[config.mk]
export PLATFORM = sky130hd
export DESIGN_NAME = spi_burst_arbiter
export DESIGN_NICKNAME = d
export VERILOG_FILES = /design/src/rtl/spi_burst_arbiter.sv
export SDC_FILE = /design/constraint.sdc
export NUM_CORES = 1
export LEC_CHECK = 0
export ABC_AREA = 1
export ABC_CLOCK_PERIOD_IN_PS = 4500
export BUFFER_PORTS_ARGS = -buffer_cell sky130_fd_sc_hd__buf_2
export CAP_MARGIN = 15
export CORE_MARGIN = 2
export CORE_UTILIZATION = 50
export CTS_BUF_LIST = sky130_fd_sc_hd__clkbuf_2
export DETAILED_ROUTE_END_ITERATION = 16
export PLACE_DENSITY = 0.78
export RECOVER_POWER = 50
export SLEW_MARGIN = 20
export SYNTH_ARGS = -nofsm -noshare
export SYNTH_HDL_FRONTEND = slang
export SYNTH_SLANG_ARGS = --single-unit
export TNS_END_PERCENT = 10
[constraint.sdc]
create_clock -name sys_clk -period 4.5 [get_ports sys_clk]
set_input_delay 0.225 -clock sys_clk [delete_from_list [all_inputs] [get_ports sys_clk]]
set_output_delay 0.225 -clock sys_clk [all_outputs]
set_load 0.05 [all_outputs]
[src/rtl/spi_burst_arbiter.sv]
// Round-robin sequencer that shares one 8-bit spi_master between two requesters.
// Each grant runs a chip-select-framed burst of len+1 bytes at the winner's SCLK divider.
module spi_burst_arbiter #(
  parameter int LEN_W    = 4,
  parameter int CS_SETUP = 4,
  parameter int CS_HOLD  = 4,
  parameter int ACK_TO   = 0
) (
  input  logic               sys_clk,
  input  logic               sys_rst,
  input  logic [1:0]         req,
  input  logic [2*LEN_W-1:0] len,
  input  logic [31:0]        div_cfg,
  input  logic [15:0]        tx_data,
  output logic [1:0]         tx_rd,
  output logic [1:0]         grant,
  output logic [7:0]         rx_data,
  output logic [1:0]         rx_vld,
  output logic [1:0]         done,
  output logic [1:0]         err,
  output logic               busy,
  output logic               spi_cs_ctrl,
  output logic [15:0]        spi_clk_div_val,
  output logic               spi_wr_req,
  input  logic               spi_wr_ack,
  output logic [7:0]         spi_data_tx,
  input  logic [7:0]         spi_data_rx
);

  typedef enum logic [2:0] {
    IDLE  = 3'd0,
    SETUP = 3'd1,
    LOAD  = 3'd2,
    ISSUE = 3'd3,
    GAP   = 3'd4,
    HOLD  = 3'd5,
    DONE  = 3'd6
  } state_t;

  localparam int TMR_W = 16;
  // LOAD and the DONE entry edge each supply one cycle of the setup/hold windows.
  localparam logic [TMR_W-1:0] SETUP_END = TMR_W'((CS_SETUP > 2) ? CS_SETUP - 2 : 0);
  localparam logic [TMR_W-1:0] HOLD_END  = TMR_W'((CS_HOLD > 2) ? CS_HOLD - 2 : 0);
  localparam logic [TMR_W-1:0] TO_END    = TMR_W'((ACK_TO > 1) ? ACK_TO - 1 : 0);

  state_t             state_r, state_s;
  logic [TMR_W-1:0]   tmr_r, tmr_s;
  logic [LEN_W-1:0]   byte_cnt_r, byte_cnt_s;
  logic [LEN_W-1:0]   len_r, len_s;
  logic               owner_r, owner_s;
  logic               last_r, last_s;
  logic               abort_r, abort_s;
  logic               win_s;
  logic [1:0]         grant_r, grant_s;
  logic               cs_r, cs_s;
  logic [15:0]        div_r, div_s;
  logic [7:0]         data_tx_r, data_tx_s;
  logic [7:0]         rx_data_r, rx_data_s;
  logic [1:0]         tx_rd_r, tx_rd_s;
  logic [1:0]         rx_vld_r, rx_vld_s;
  logic [1:0]         done_r, done_s;
  logic [1:0]         err_r, err_s;
  logic               wr_req_r, wr_req_s;
  logic               busy_r, busy_s;

  // Next-state and next-output computation; outputs are registered for the state being entered.
  always_comb begin
    state_s    = state_r;
    tmr_s      = tmr_r;
    byte_cnt_s = byte_cnt_r;
    len_s      = len_r;
    owner_s    = owner_r;
    last_s     = last_r;
    abort_s    = abort_r;
    win_s      = 1'b0;
    grant_s    = grant_r;
    cs_s       = cs_r;
    div_s      = div_r;
    data_tx_s  = data_tx_r;
    rx_data_s  = rx_data_r;
    rx_vld_s   = 2'b00;
    tx_rd_s    = 2'b00;
    done_s     = 2'b00;
    err_s      = 2'b00;

    case (state_r)
      IDLE: begin
        if (req != 2'b00) begin
          if (req == 2'b11) begin
            win_s = ~last_r;
          end else begin
            win_s = req[1];
          end
          owner_s    = win_s;
          grant_s    = win_s ? 2'b10 : 2'b01;
          len_s      = win_s ? len[2*LEN_W-1 -: LEN_W] : len[LEN_W-1:0];
          div_s      = win_s ? div_cfg[31:16] : div_cfg[15:0];
          cs_s       = 1'b0;
          byte_cnt_s = {LEN_W{1'b0}};
          abort_s    = 1'b0;
          tmr_s      = {TMR_W{1'b0}};
          state_s    = (CS_SETUP > 1) ? SETUP : LOAD;
        end else begin
          state_s = IDLE;
        end
      end
      SETUP: begin
        if (tmr_r == SETUP_END) begin
          tmr_s   = {TMR_W{1'b0}};
          state_s = LOAD;
        end else begin
          tmr_s = tmr_r + TMR_W'(1);
        end
      end
      LOAD: begin
        tmr_s   = {TMR_W{1'b0}};
        state_s = ISSUE;
      end
      ISSUE: begin
        if (spi_wr_ack) begin
          rx_data_s = spi_data_rx;
          rx_vld_s  = grant_r;
          tmr_s     = {TMR_W{1'b0}};
          if (byte_cnt_r == len_r) begin
            state_s = (CS_HOLD > 1) ? HOLD : DONE;
          end else begin
            byte_cnt_s = byte_cnt_r + LEN_W'(1);
            state_s    = GAP;
          end
        end else if ((ACK_TO != 0) && (tmr_r == TO_END)) begin
          abort_s = 1'b1;
          tmr_s   = {TMR_W{1'b0}};
          state_s = (CS_HOLD > 1) ? HOLD : DONE;
        end else begin
          tmr_s = tmr_r + TMR_W'(1);
        end
      end
      GAP: begin
        state_s = LOAD;
      end
      HOLD: begin
        if (tmr_r == HOLD_END) begin
          tmr_s   = {TMR_W{1'b0}};
          state_s = DONE;
        end else begin
          tmr_s = tmr_r + TMR_W'(1);
        end
      end
      DONE: begin
        grant_s = 2'b00;
        last_s  = owner_r;
        state_s = IDLE;
      end
      default: begin
        state_s = IDLE;
        grant_s = 2'b00;
        cs_s    = 1'b1;
      end
    endcase

    if (state_s == LOAD) begin
      tx_rd_s   = grant_s;
      data_tx_s = owner_s ? tx_data[15:8] : tx_data[7:0];
    end else begin
      tx_rd_s = 2'b00;
    end

    if (state_s == DONE) begin
      cs_s   = 1'b1;
      done_s = grant_r;
      err_s  = abort_s ? grant_r : 2'b00;
    end else begin
      done_s = 2'b00;
      err_s  = 2'b00;
    end

    wr_req_s = (state_s == ISSUE);
    busy_s   = (state_s != IDLE);
  end

  // State and output registers with synchronous reset; pointer resets to favour requester 0.
  always_ff @(posedge sys_clk) begin
    if (sys_rst) begin
      state_r    <= IDLE;
      tmr_r      <= {TMR_W{1'b0}};
      byte_cnt_r <= {LEN_W{1'b0}};
      len_r      <= {LEN_W{1'b0}};
      owner_r    <= 1'b0;
      last_r     <= 1'b1;
      abort_r    <= 1'b0;
      grant_r    <= 2'b00;
      cs_r       <= 1'b1;
      div_r      <= 16'h0000;
      data_tx_r  <= 8'h00;
      rx_data_r  <= 8'h00;
      tx_rd_r    <= 2'b00;
      rx_vld_r   <= 2'b00;
      done_r     <= 2'b00;
      err_r      <= 2'b00;
      wr_req_r   <= 1'b0;
      busy_r     <= 1'b0;
    end else begin
      state_r    <= state_s;
      tmr_r      <= tmr_s;
      byte_cnt_r <= byte_cnt_s;
      len_r      <= len_s;
      owner_r    <= owner_s;
      last_r     <= last_s;
      abort_r    <= abort_s;
      grant_r    <= grant_s;
      cs_r       <= cs_s;
      div_r      <= div_s;
      data_tx_r  <= data_tx_s;
      rx_data_r  <= rx_data_s;
      tx_rd_r    <= tx_rd_s;
      rx_vld_r   <= rx_vld_s;
      done_r     <= done_s;
      err_r      <= err_s;
      wr_req_r   <= wr_req_s;
      busy_r     <= busy_s;
    end
  end

  assign tx_rd           = tx_rd_r;
  assign grant           = grant_r;
  assign rx_data         = rx_data_r;
  assign rx_vld          = rx_vld_r;
  assign done            = done_r;
  assign err             = err_r;
  assign busy            = busy_r;
  assign spi_cs_ctrl     = cs_r;
  assign spi_clk_div_val = div_r;
  assign spi_wr_req      = wr_req_r;
  assign spi_data_tx     = data_tx_r;

endmodule

### Word-level counts from Yosys, hierarchy flattened

Cells that the tools add are included.

| storage, ports and cells | value |
|---|---|
| bits in registers | 75 |
| output and inout port bits | 45 |

| operators by class | value |
|---|---|
| multiplexer cells | 29 |
| $add $sub $neg | 2 |
| bitwise operators | 7 |
| eq/ne operators | 15 |
| reductions and logical operators | 18 |

Operator list:

| cell | number |
|---|---|
| $mux W16 | 4 |
| $pmux W16 S4 | 1 |
| $pmux W3 S6 | 1 |
| $add A16 B1 Y16 const B | 1 |
| $eq A16 B2 Y1 const B | 1 |
| $mux W4 | 4 |
| $eq A3 B2 Y1 const B | 4 |
| $eq A3 B3 Y1 const B | 4 |
| $mux W1 | 10 |
| $mux W3 | 3 |
| $mux W8 | 1 |
| $pmux W4 S2 | 1 |
| $reduce_and A2 Y1 | 4 |
| $reduce_or A2 Y1 | 4 |
| $not A1 Y1 | 7 |
| $ne A2 B2 Y1 const B | 3 |
| $reduce_or A3 Y1 | 2 |
| $reduce_or A6 Y1 | 1 |
| $reduce_or A5 Y1 | 1 |
| $add A4 B1 Y4 const B | 1 |
| $eq A4 B4 Y1 | 1 |
| $mux W2 | 2 |
| $pmux W2 S2 | 1 |
| $reduce_and A4 Y1 | 1 |
| other kinds (7) | 8 |

### Logic depth before layout (Yosys ltp)

Gate-level depths: netlist (run 1).

| depth | value |
|---|---|
| depth after elaboration | 7 |
| mapped depth | 13 |
| mapped depth without buffers | 13 |

### Worst setup path before layout (run 1)

No wires, ideal clock.

| timing path | value |
|---|---|
| path kind | register -> register |
| start | reg tmr_r[0] |
| end | reg data_tx_r[1], in the netlist spi_data_tx[1] |
| path slack | 3.028 ns |
| data arrival time | 1.362 ns |
| buffers on the path | 1 |
| clock period less this slack | 1.472 ns |
| stages on the path, launching flop included | 13 |
| required time | 4.390 ns |
| cells stage by stage | dfxtp_1 > inv_1 > ha_1 > nand2_1 > nor2_1 > nand2_1 > nand2_1 > nand2_2 > nor2_4 > buf_4 > nand4_1 > nand2_1 > nor2_1 |

| between the ends | value |
|---|---|
| cells in the longest elaborated chain, start to end | 4 |
| elaborated cells between the ends (all ways) | 5 |
| those cells by class | eq/ne: 2; mux: 3 |

Ends and longest elaborated chain:

| element | line | source |
|---|---|---|
| start: declaration | 47 | `logic [TMR_W-1:0] tmr_r, tmr_s;` |
| start signal: assignment | 185 | `tmr_r <= {TMR_W{1'b0}};` |
| start signal: assignment | 204 | `tmr_r <= tmr_s;` |
| $eq A16 B2 Y1 (*) | 108, 142 |  |
| $mux W3, on equally long branches | 142, 108 |  |
| $pmux W3 S6 (*) | 86 | `case (state_r)` |
| $eq A3 B2 Y1 (*) | 161 | `if (state_s == LOAD) begin` |
| end signal: assignment | 213 | `data_tx_r <= data_tx_s;` |
| end: declaration | 57 | `logic [7:0] data_tx_r, data_tx_s;` |

Every way passes the cells marked *; elsewhere a longest branch is shown, timed or not.
A chain may end at the register's enable or synchronous reset.

### Worst setup path after layout (run 1)

| timing path | value |
|---|---|
| start | reg state_r[1] |
| end | reg div_r[12], in the netlist spi_clk_div_val[12] |

| between the ends | value |
|---|---|
| cells in the longest elaborated chain, start to end | 2 |

Ends and longest elaborated chain:

| element | line | source |
|---|---|---|
| start: declaration | 46 | `state_t state_r, state_s;` |
| start signal: assignment | 203 | `state_r <= state_s;` |
| $logic_not A3 Y1 | 86 |  |
| $reduce_and A2 Y1 (no line) | n/a |  |
| end signal: assignment | 212 | `div_r <= div_s;` |
| end: declaration | 56 | `logic [15:0] div_r, div_s;` |

Every way passes these cells.

==> impl_results.md, run 1 <==
- Hold Path End: len_r[1]
- Crit path kind: register to register
- Final Skew: between 0.03 and 0.04 ns
- Least-Margin Pin Slew: approximately 1.5 ns
- Die Wd: ~90 um
- Antenna violations before repair: 0
- Final Core Density: 0.674
- CP Launch Type: register
- Clock transition at path regs: 0.21 ns
- DRC Markers: 0
- Vias per Instance: ~5
- Global-route usage over all layers: 0.286
- Core area: ~6800 um^2
- Synth Area in Adders: 0.0106
- CTS tree: built
- Synthesized cell area: 3540 um^2
- Mapped Cells: approximately 520
- Root Driver: clkbuf_2
- Synth Area in Compound Gates: 0.151
- Fin. max-slew vios: 11
- Final hold vios: 0
- Clock sinks: 75
- Failing checks: capacitance limit, slew limit
- Placed cell areas: slightly above 4000 um^2
- H-tree levels: 3
- PD cells: 320 nW/um^2
- Seq/Total Area, Yosys: 0.424
- Distinct cells, synth: 39
- Post-synthesis simple-gate area fraction: 0.303
- Number of gates resized after CTS: 0
- Setup bufs post-CTS: 0
- Antenna fix cells: 0
- Post-DRT Antenna Nets: 0
- Final setup fails: 0
- Die H: about 90 um
- Final GP Congestion: between 0.8 and 0.9
- Hold depth: 3
- Initial DRT Pass Iterations: 5
- Ports: approximately 110
- DRT iter0 DRCs: approximately 230
- Fin nets: approximately 740
- Layout area overhead: 30.2%
- Die ar.: around 7800 um^2
- Starting Density: 0.518
- Net Count, Synth: 589
- CTS buffer count: 9
- Setup TNS: 0 ns
- Total power: approximately 1.5 mW
- Via count: about 4000
- Mux cell area share after synthesis: 0
- Largest family of logic cells by synthesized area: simple AND/OR/NAND/NOR gates
- Leakage power: 2.10 nW
- First-pass GRT wire length: ~18 mm
- RSZ-0062 raised after global routing: false
- Post-DP HPWL: approximately 6.5 mm
- Hold slack: a little under 0.05 ns
- Status: finished, violations left
- Total Wirelength: 10.5 mm
- Worst path required time: between 4 and 5 ns
- Crit end category: register
- Max Cap Viol: 1
- CP arrival: ~3.6 ns
- # fillers: around 600
- Fin area: approximately 4600 um^2
- Skew-Pair Late Insertion Delay: around 0.52 ns
- Yosys reg bits: 75
- Row count: 30
- R2r endpoint: spi_clk_div_val[12]
- Crit path max fanout: 32
- Gr ovfl total: 0
- Worst r2r src: state_r[1]
- Avg Inst Size Synth: ~6.8 um^2
- Hold Path Class: primary input to register
- Post-Synth XOR/XNOR Area: 0.00495
- Reg2Reg Setup Slack: about 1.3 ns
- Crit share post-route: 0.704
- Ys Warns: 0
- Vias in the first global route: approximately 3800
- Hold path startpoint: len[1]
- Layout cell share with drive strength beyond 1: 0.144
- Port buffer count: about 110
- Clock tree buffer depth: 2
- Peak VDD IR: ~0.0002 V
- Largest net degree at the start of global routing: 33
- Highest clock rate: roughly 320 MHz
- Relative slew slack: -0.0299
- Post-route minimum period: 3.17 ns
- Wirelength per Cell: around 14 um
- R2r worst-path depth: 6
flip-flops by register name, summed over array words and instances (netlist names):
| name | flops |
|---|---|
| tx_rd | 2 |
| state_r | 3 |
| len_r | 4 |
| spi_cs_ctrl | 1 |
| busy | 1 |
| abort_r | 1 |
| owner_r | 1 |
| last_r | 1 |
| grant | 2 |
| spi_clk_div_val | 16 |
| spi_data_tx | 8 |
| byte_cnt_r | 4 |
| rx_vld | 2 |
| spi_wr_req | 1 |
| rx_data | 8 |
| tmr_r | 16 |
| err | 2 |
| done | 2 |
worst max path at each step:
stage          startpoint                   to  slack [ns]
2_1_floorplan    tmr_r[0]       spi_data_tx[1]        3.03
3_3_place_gp   state_r[1]       spi_data_tx[3]        2.40
3_5_place_dp   state_r[1]       spi_data_tx[4]        2.31
4_1_cts        state_r[1]   spi_clk_div_val[0]        1.95
5_1_grt        state_r[1]  spi_clk_div_val[12]        0.93
6_report       state_r[1]  spi_clk_div_val[12]        1.33
area by class of cell:
| type | count | area (um^2) | area share |
|---|---|---|---|
| Clock buffer | 10 | 50.0 | 0.0109 |
| Clock inverter | 6 | 66.3 | 0.0144 |
| Inverter | 75 | 285 | 0.0619 |
| Multi-Input combinational cell | 347 | 1620 | 0.352 |
| Sequential cell | 75 | 1500 | 0.326 |
| Tap cell | 96 | 120 | 0.0261 |
| Timing Repair Buffer | 159 | 960 | 0.208 |
metrics by stage:
stage          worst slack [ns]  cells
6_report                   1.33    768
5_1_grt                   0.929    768
4_1_cts                    1.95    768
3_5_place_dp               2.31    708
3_3_place_gp               2.40    708
2_1_floorplan              3.03    517
per-layer routing:
layer | global-route usage | routed length, um
met2 | 0.474 | 5040
met5 | 0 | 0
met4 | 0.106 | 256
met1 | 0.370 | 4260
met3 | 0.0566 | 934
kinds of logic after synthesis:
family                   count (synthesis)
AND/OR/NAND/NOR                        244
AO/OA/AOI/OAI                           98
buffers and inverters                   95
flip-flops                              75
adder cells (fa/ha/maj)                  3
XOR/XNOR                                 2
cells in the mapped netlist (all sizes together):
cell type | instances | area (um^2)
nand3 | 31 | 183
clkbuf | 12 | 45.0
o21bai | 1 | 7.51
clkinv | 1 | 5.00
xor2 | 1 | 8.76
xnor2 | 1 | 8.76
buf | 8 | 43.8
inv | 74 | 280
dfxtp | 75 | 1500
a31oi | 3 | 18.8
nand2 | 124 | 485
a31o | 1 | 8.76
nor3b | 1 | 7.51
ha | 3 | 37.5
a211oi | 1 | 7.51
o21ai | 38 | 201
nor2 | 67 | 269
nor4 | 1 | 6.26
a22oi | 1 | 7.51
nand3b | 1 | 7.51
and2 | 1 | 6.26
nor3 | 9 | 50.1
nand4 | 9 | 56.3
a221oi | 4 | 35.0
a21oi | 49 | 249
where the power goes:
part	leakage, nW	total (mW)	switching, mW	internal (mW)
logic	1.42	0.375	0.252	0.123
registers	0.611	0.725	0.0242	0.701
clock network	0.0641	0.372	0.242	0.130
worst max-delay path: stages (launching register included):
cell and delay (ns):
dfxtp_1 0.41, nor2_4 0.15, nand3_1 0.84, inv_1 0.75, o21ai_0 0.21, a21oi_1 0.21
dlygate4sd3_1 0.56
repair_timing:
item                                    in CTS  in global routing
endpoints found under the setup margin       0                  0
endpoints found under the hold margin       28                  0
hold buffers                                44                  0
layout by cell type (no fill, tap or decap), drive strengths merged, types with 4 or more instances in the layout:
cell type,count
dfxtp,75
dlygate4sd3,44
nand4,9
nand3,31
a221oi,4
nand2,124
inv,74
a21oi,49
nor3,9
nor2,67
buf,68
clkbuf,57
o21ai,38
Note: power is estimated with default switching activity, not from simulation.
==> inputs of run 2 (changes only) <==
ABC_CLOCK_PERIOD_IN_PS = 2900   (was 4500)
CORE_UTILIZATION = 47   (was 50)
PLACE_DENSITY = 0.77   (was 0.78)
clock period = 2.9 ns   (was 4.5 ns; I/O delays follow)
==> run 2 against run 1 <==
  * The flow now finishes without violations
  * Sequential cell count is the same
  * Clock power grew 94%
  * Combinational power grew 59%
  * Non-clock buffer count grew 7
  * Clock skew shrank 0.0069 ns
  * Via count shrank 1.7%
  * Maximum frequency grew 36%
  * Largest cell class unchanged
==> impl_results.md, run 2 (synthesis gave the netlist of run 1 again) <==
- RSZ-0062 raised after global routing: false (unchanged)
- Antenna fix cells: 0 (unchanged)
- Layout cell share with drive strength beyond 1: 0.147 (was 0.144)
- Wirelength per Cell: 13.3 um (was 13.7 um)
- Setup TNS: 0 ns (unchanged)
- Most frequent cells in the layout: nand2_1 (120), dfxtp_1 (75), inv_1 (72) (unchanged)
- Highest clock rate: 429 MHz (was 316 MHz)
- Cells after DPL: 712 (was 708)
- Root Driver: clkbuf_2 (unchanged)
- Total Wirelength: 10.3 mm (was 10.5 mm)
- Number of gates resized after CTS: 0 (unchanged)
- Gr ovfl total: 0 (unchanged)
- Initial DRT Pass Iterations: 5 (unchanged)
- Port buffer count: 113 (unchanged)
- Fin. max-slew vios: 0 (was 11)
- Row count: 31 (was 30)
- Clock transition at path regs: 0.21 ns (about the same)
- Reg2Reg Setup Slack: 0.57 ns (was 1.33 ns)
- Hold slack: 0.0628 ns (was 0.0493 ns)
- Hold path startpoint: tx_data[15] (was len[1])
- Layout area overhead: 33.4% (was 30.2%)
- Critical Path Start: state_r[1] (unchanged)
- Clock Power Share: 0.296 (was 0.253)
- Die ar.: 8240 um^2 (was 7760 um^2)
- Placed cell areas: 4160 um^2 (was 4150 um^2)
- Pre-CTS setup slack: 0.869 ns (was 2.31 ns)
- Leakage power: 2.17 nW (was 2.10 nW)
- First-pass GRT wire length: 16.9 mm (was 17.5 mm)
- Worst r2r src: state_r[1] (unchanged)
- Post-DP HPWL: 6.73 mm (was 6.55 mm)
- Max Cap Viol: 0 (was 1)
- Crit end category: register (unchanged)
- Skew-Pair Late Insertion Delay: 0.50 ns (was 0.52 ns)
- DRT iter0 DRCs: 189 (was 226)
- Clock sinks: 75 (unchanged)
- DRC Markers: 0 (unchanged)
- Largest net degree at the start of global routing: 24 (was 33)
- Status: completed (was finished, violations left)
- Relative slew slack: 0.415 (was -0.0299)
- Final worst-path setup slack: 0.569 ns (was 1.33 ns)
- PD cells: 517 nW/um^2 (was 320 nW/um^2)
- Vias in the first global route: 3791 (was 3787)
- CP Launch Type: register (unchanged)
- Internal power: 1.65 mW (was 0.954 mW)
- Die Wd: 90.8 um (was 88.1 um)
- H-tree levels: 3 (unchanged)
- Final Core Density: 0.650 (was 0.674)
- Crit path kind: register to register (unchanged)
- Hold Path Class: primary input to register (unchanged)
- Reg power frac: 0.460 (was 0.492)
- Crit share post-route: 0.804 (was 0.704)
- Via count: 3877 (was 3944)
- Non-Filler Instances: 777 (was 768)
- CP arrival: 2.79 ns (was 3.62 ns)
- Final GP Congestion: 0.886 (was 0.894)
- Flip-flop and latch area: 1500 um^2 (unchanged)
- Final Skew: 0.0251 ns (was 0.0320 ns)
- Crit path max fanout: 10 (was 32)
- Area of the multi-input gates: 1620 um^2 (about the same)
- Fin nets: 746 (was 739)
- CTS tree: built (unchanged)
- Total power: 2.44 mW (was 1.47 mW)
- Clock tree buffer depth: 2 (unchanged)
- # fillers: 643 (was 607)
- Least-Margin Pin Slew: 0.872 ns (was 1.53 ns)
- CTS buffer count: 9 (unchanged)
- Commonest non-fill, non-tap cell in the layout: nand2_1 (unchanged)
- Final setup fails: 0 (unchanged)
- Antenna violations before repair: 0 (unchanged)
- Post-route minimum period: 2.33 ns (was 3.17 ns)
- Final hold vios: 0 (unchanged)
- Global-route usage over all layers: 0.251 (was 0.286)
- Starting Density: 0.488 (was 0.518)
- Core area: 7250 um^2 (was 6830 um^2)
- Worst path required time: 3.35 ns (was 4.96 ns)
- Peak VDD IR: 0.000401 V (was 0.000205 V)
- Logic pwr share: 0.244 (was 0.255)
- Sw Ratio: 0.322 (was 0.352)
- Ports: 114 (unchanged)
- Vias per Instance: 4.99 (was 5.14)
- Die H: 90.8 um (was 88.1 um)
- Post-DRT Antenna Nets: 0 (unchanged)
- Switching power total: 0.786 mW (was 0.518 mW)
- Fin area: 4720 um^2 (was 4610 um^2)
run 2: worst paths after layout:
kind / end / cells after the start
setup / recovery: tmr_r[8] / 9
setup reg to reg: tmr_r[8] / 9
hold reg to reg: abort_r / 2
hold / removal: spi_data_tx[7] / 7
run 2: timing repair:
action,4_1_cts,5_1_grt
hold buffers,50,0
endpoints found under the hold margin,33,0
setup buffers,0,0
run 2: routing by layer:
metal | routed length (um) | up-vias | track usage
li1 | - | 1967 | -
met1 | 4240 | 1748 | 0.280
met2 | 5090 | 139 | 0.445
met3 | 748 | 23 | 0.0876
met4 | 231 | 0 | 0.0833
met5 | 0 | - | 0
run 2: critical path: stages, from the launching register on:
cell,delay (ns)
dfxtp_1,0.39
nor2_1,0.25
nand2_1,0.11
o21ai_1,0.69
inv_4,0.14
nand2_2,0.12
nand2_1,0.22
clkinv_2,0.17
nand2_1,0.08
a21oi_2,0.09
run 2: power by group through the flow:
stage	combinational, mW	clock [mW]	sequential [mW]
global route	0.649	0.768	1.13
global placement	0.510	0	1.14
CTS	0.600	0.730	1.12
floorplan	0.241	0	1.28
finish	0.596	0.721	1.12
detailed placement	0.519	0	1.14
run 2: final cells by class:
| cell class | count | share of cell area |
|---|---|---|
| inverters | 75 | 0.0605 |
| clock buffers | 9 | 0.00955 |
| multi-input cells | 347 | 0.344 |
| clock inverters | 6 | 0.0223 |
| flip-flops and latches | 75 | 0.318 |
| repair buffers | 166 | 0.219 |
| well taps | 99 | 0.0263 |
==> inputs of run 3 (changes only) <==
ABC_AREA = 0   (was 1)
ABC_CLOCK_PERIOD_IN_PS = 2450   (was 2900)
CORE_UTILIZATION = 50   (was 47)
PLACE_DENSITY = 0.79   (was 0.77)
clock period = 2.45 ns   (was 2.9 ns; I/O delays follow)
==> run 3 against run 2 <==
  * Hold slack improved by 0.031 ns
  * Cell area decreased by 1.0%
  * Die area decreased by 10%
  * Highest routed layer unchanged
  * Combinational power increased by 9.2%
  * Critical endpoint is now tmr_r[5]
  * Cell count decreased by 18%
  * Non-clock buffer count increased by 19
  * Total power increased by 8.1%
==> impl_results.md, run 3 <==
- Most numerous cell in the Yosys netlist: dfxtp_1 (was nand2_1)
- Wirelength per Cell: 17.2 um (was 13.3 um)
- Distinct cells, synth: 51 (was 39)
- Logic pwr share: 0.247 (was 0.244)
- Hold_buf cts: 64 (was 50)
- Crit share post-route: 0.916 (was 0.804)
- Final setup fails: 0 (unchanged)
- Yosys reg bits: 75 (unchanged)
- Reg power frac: 0.502 (was 0.460)
- Highest clock rate: 446 MHz (was 429 MHz)
- Setup bufs post-CTS: 0 (unchanged)
- PD cells: 564 nW/um^2 (was 517 nW/um^2)
- Crit path kind: register to register (unchanged)
- Post-DP HPWL: 5.79 mm (was 6.73 mm)
- Synthesized cell area: 3360 um^2 (was 3540 um^2)
- Final hold vios: 0 (unchanged)
- Status: completed (unchanged)
- Synth area leader: dfxtp_1 (unchanged)
- Post-route minimum period: 2.24 ns (was 2.33 ns)
- Placed cell areas: 3980 um^2 (was 4160 um^2)
- Routing usage on met1: 0.325 (was 0.280)
- Synth area leaders: dfxtp_1 (45%), mux2i_1 (8.6%), a211oi_1 (7.1%) (was dfxtp_1 (42%), nand2_1 (13%), inv_1 (7.6%))
- Die H: 86 um (was 90.8 um)
- Via count: 3654 (was 3877)
- Met3 global-route usage: 0.0606 (was 0.0876)
- Worst path required time: 2.89 ns (was 3.35 ns)
- Port buffer count: 113 (unchanged)
- Clock Power Share: 0.251 (was 0.296)
- Peak VDD IR: 0.000410 V (was 0.000401 V)
- First-pass GRT wire length: 17.1 mm (was 16.9 mm)
- Clock transition at path regs: 0.21 ns (about the same)
- DRT iter0 DRCs: 250 (was 189)
- Internal power: 1.76 mW (was 1.65 mW)
- Post-DRT Antenna Nets: 0 (unchanged)
- Worst r2r src: tmr_r[0] (was state_r[1])
- Net Count, Synth: 453 (was 589)
- R2r worst-path depth: 7 (was 9)
- DRC Markers: 0 (unchanged)
- Fin. max-slew vios: 0 (unchanged)
- Async S/R FF share, synth: 0 (unchanged)
- Total Wirelength: 10.9 mm (was 10.3 mm)
- Vias in the first global route: 3618 (was 3791)
- Leakage power: 1.84 nW (was 2.17 nW)
- CP Launch Type: register (unchanged)
- Layer carrying the most global-route usage: met2 (unchanged)
- Die Wd: 86 um (was 90.8 um)
- Ys Warns: 0 (unchanged)
- Setup TNS: 0 ns (unchanged)
- Root Driver: clkbuf_2 (unchanged)
- Starting Density: 0.523 (was 0.488)
- Ports: 114 (unchanged)
- Vias per Instance: 5.75 (was 4.99)
- RSZ-0062 raised after global routing: false (unchanged)
- Max Cap Viol: 0 (unchanged)
- Row count: 29 (was 31)
- Hold depth: 2 (was 7)
- Post-synth top area share: 0.447 (was 0.424)
- Hold path startpoint: sys_rst (was tx_data[15])
- Crit path max fanout: 12 (was 10)
- Clock sinks: 75 (unchanged)
- Core area: 6420 um^2 (was 7250 um^2)
- Number of synthesized flops with an enable pin: 0 (unchanged)
- Hold Path End: grant[0] (was spi_data_tx[7])
- Seq/Total Area, Yosys: 0.447 (was 0.424)
- Hold Path Class: primary input to register (unchanged)
- Least-Margin Pin Slew: 0.931 ns (was 0.872 ns)
- Reg2Reg Setup Slack: 0.21 ns (was 0.57 ns)
- Skew-Pair Late Insertion Delay: 0.51 ns (was 0.50 ns)
- Antenna violations before repair: 0 (unchanged)
- Final worst-path setup slack: 0.206 ns (was 0.569 ns)
- Post-synth top cells: dfxtp_1 (75), nor2_1 (50), nand2_1 (34) (was nand2_1 (118), dfxtp_1 (75), inv_1 (72))
- Clock tree buffer depth: 2 (unchanged)
- Die ar.: 7400 um^2 (was 8240 um^2)
- R2r endpoint: tmr_r[5] (was tmr_r[8])
- Mapped Cells: 381 (was 517)
- Final GP Congestion: 0.878 (was 0.886)
- Largest net degree at the start of global routing: 42 (was 24)
- CTS buffer count: 9 (unchanged)
- Fin area: 4670 um^2 (was 4720 um^2)
- Layout cell share with drive strength beyond 1: 0.172 (was 0.147)
- Relative slew slack: 0.379 (was 0.415)
- Cells after DPL: 555 (was 712)
- Gr ovfl total: 0 (unchanged)
- Crit end category: register (unchanged)
- Number of gates resized after CTS: 0 (unchanged)
- Final Skew: 0.0224 ns (was 0.0251 ns)
- Pre-CTS setup slack: 0.220 ns (was 0.869 ns)
- GR Util met2: 0.538 (was 0.445)
- Antenna fix cells: 0 (unchanged)
- Initial DRT Pass Iterations: 5 (unchanged)
- CTS tree: built (unchanged)
- Ys flop type: dfxtp_1 (unchanged)
- CP arrival: 2.68 ns (was 2.79 ns)
- Switching power total: 0.879 mW (was 0.786 mW)
- Most frequent cells in the layout: dfxtp_1 (75), buf_2 (68), dlygate4sd3_1 (64) (was nand2_1 (120), dfxtp_1 (75), inv_1 (72))
- Fin nets: 625 (was 746)
- Sw Ratio: 0.334 (was 0.322)
- Layout area overhead: 38.9% (was 33.4%)
- Avg Inst Size Synth: 8.82 um^2 (was 6.84 um^2)
- Non-Filler Instances: 635 (was 777)
- Commonest non-fill, non-tap cell in the layout: dfxtp_1 (was nand2_1)
- Global-route usage over all layers: 0.297 (was 0.251)
- H-tree levels: 3 (unchanged)
run 3: cell types whose count changed after synthesis, sizes merged, moves of 5 or more:
cell,change
nand4,-5
nand2b,+8
o21ai,-32
inv,-69
nor2,-17
nand3,-19
a21oi,-28
a211oi,+31
mux2i,+29
a31oi,+7
nand2,-90
run 3: metrics by stage:
stage	hold WS [ns]	utilization	power, mW
global placement	0.367	0.620	1.86
floorplan	0.259	-	1.72
finish	0.0941	0.727	2.63
CTS	0.0524	0.736	2.60
global route	0.0685	0.727	2.73
detailed placement	0.373	0.620	1.87
run 3: worst max path at each step:
stage          startpoint         to  slack (ns)  cells after the start
2_1_floorplan    tmr_r[0]  tmr_r[10]        0.59                      8
3_3_place_gp     tmr_r[0]   tmr_r[5]        0.36                      7
3_5_place_dp     tmr_r[0]   tmr_r[5]        0.22                      7
4_1_cts          tmr_r[0]   tmr_r[5]        0.23                      7
5_1_grt          tmr_r[0]  tmr_r[12]        0.07                      7
6_report         tmr_r[0]   tmr_r[5]        0.21                      7
run 3: cell families after synthesis:
kind of cell	synth area share
XOR/XNOR	0.0182
flip-flops	0.447
buffers and inverters	0.0406
multiplexers	0.0863
AO/OA/AOI/OAI	0.179
adder cells (fa/ha/maj)	0.0112
AND/OR/NAND/NOR	0.218
run 3: power groups by stage:
stage / clock network, mW / logic, mW / registers (mW)
final: 0.661 / 0.651 / 1.32
after global placement: 0 / 0.525 / 1.34
after CTS: 0.659 / 0.623 / 1.31
after floorplan: 0 / 0.239 / 1.48
after global routing: 0.717 / 0.686 / 1.33
after detailed placement: 0 / 0.534 / 1.34
run 3: layer usage:
| layer | up-vias | routed length (um) |
|---|---|---|
| met3 | 39 | 713 |
| met5 | - | 0 |
| li1 | 1719 | - |
| met2 | 194 | 5560 |
| met4 | 0 | 426 |
| met1 | 1702 | 4250 |
run 3: area by class of cell:
| type | instances | area (um^2) |
|---|---|---|
| Fill cell | 464 | 1750 |
| Multi-Input combinational cell | 277 | 1730 |
| Sequential cell | 75 | 1500 |
| Timing Repair Buffer | 185 | 1220 |
| Tap cell | 77 | 96.3 |
| Clock inverter | 6 | 56.3 |
| Clock buffer | 10 | 50.0 |
| Inverter | 5 | 18.8 |
run 3: critical path, stage by stage, from the launching register on:
cell	delay, ns
dfxtp_1	0.40
inv_1	0.09
ha_1	0.20
nor4b_1	0.14
and4_4	0.17
o22ai_1	0.71
o21ai_0	0.20
a311oi_1	0.30
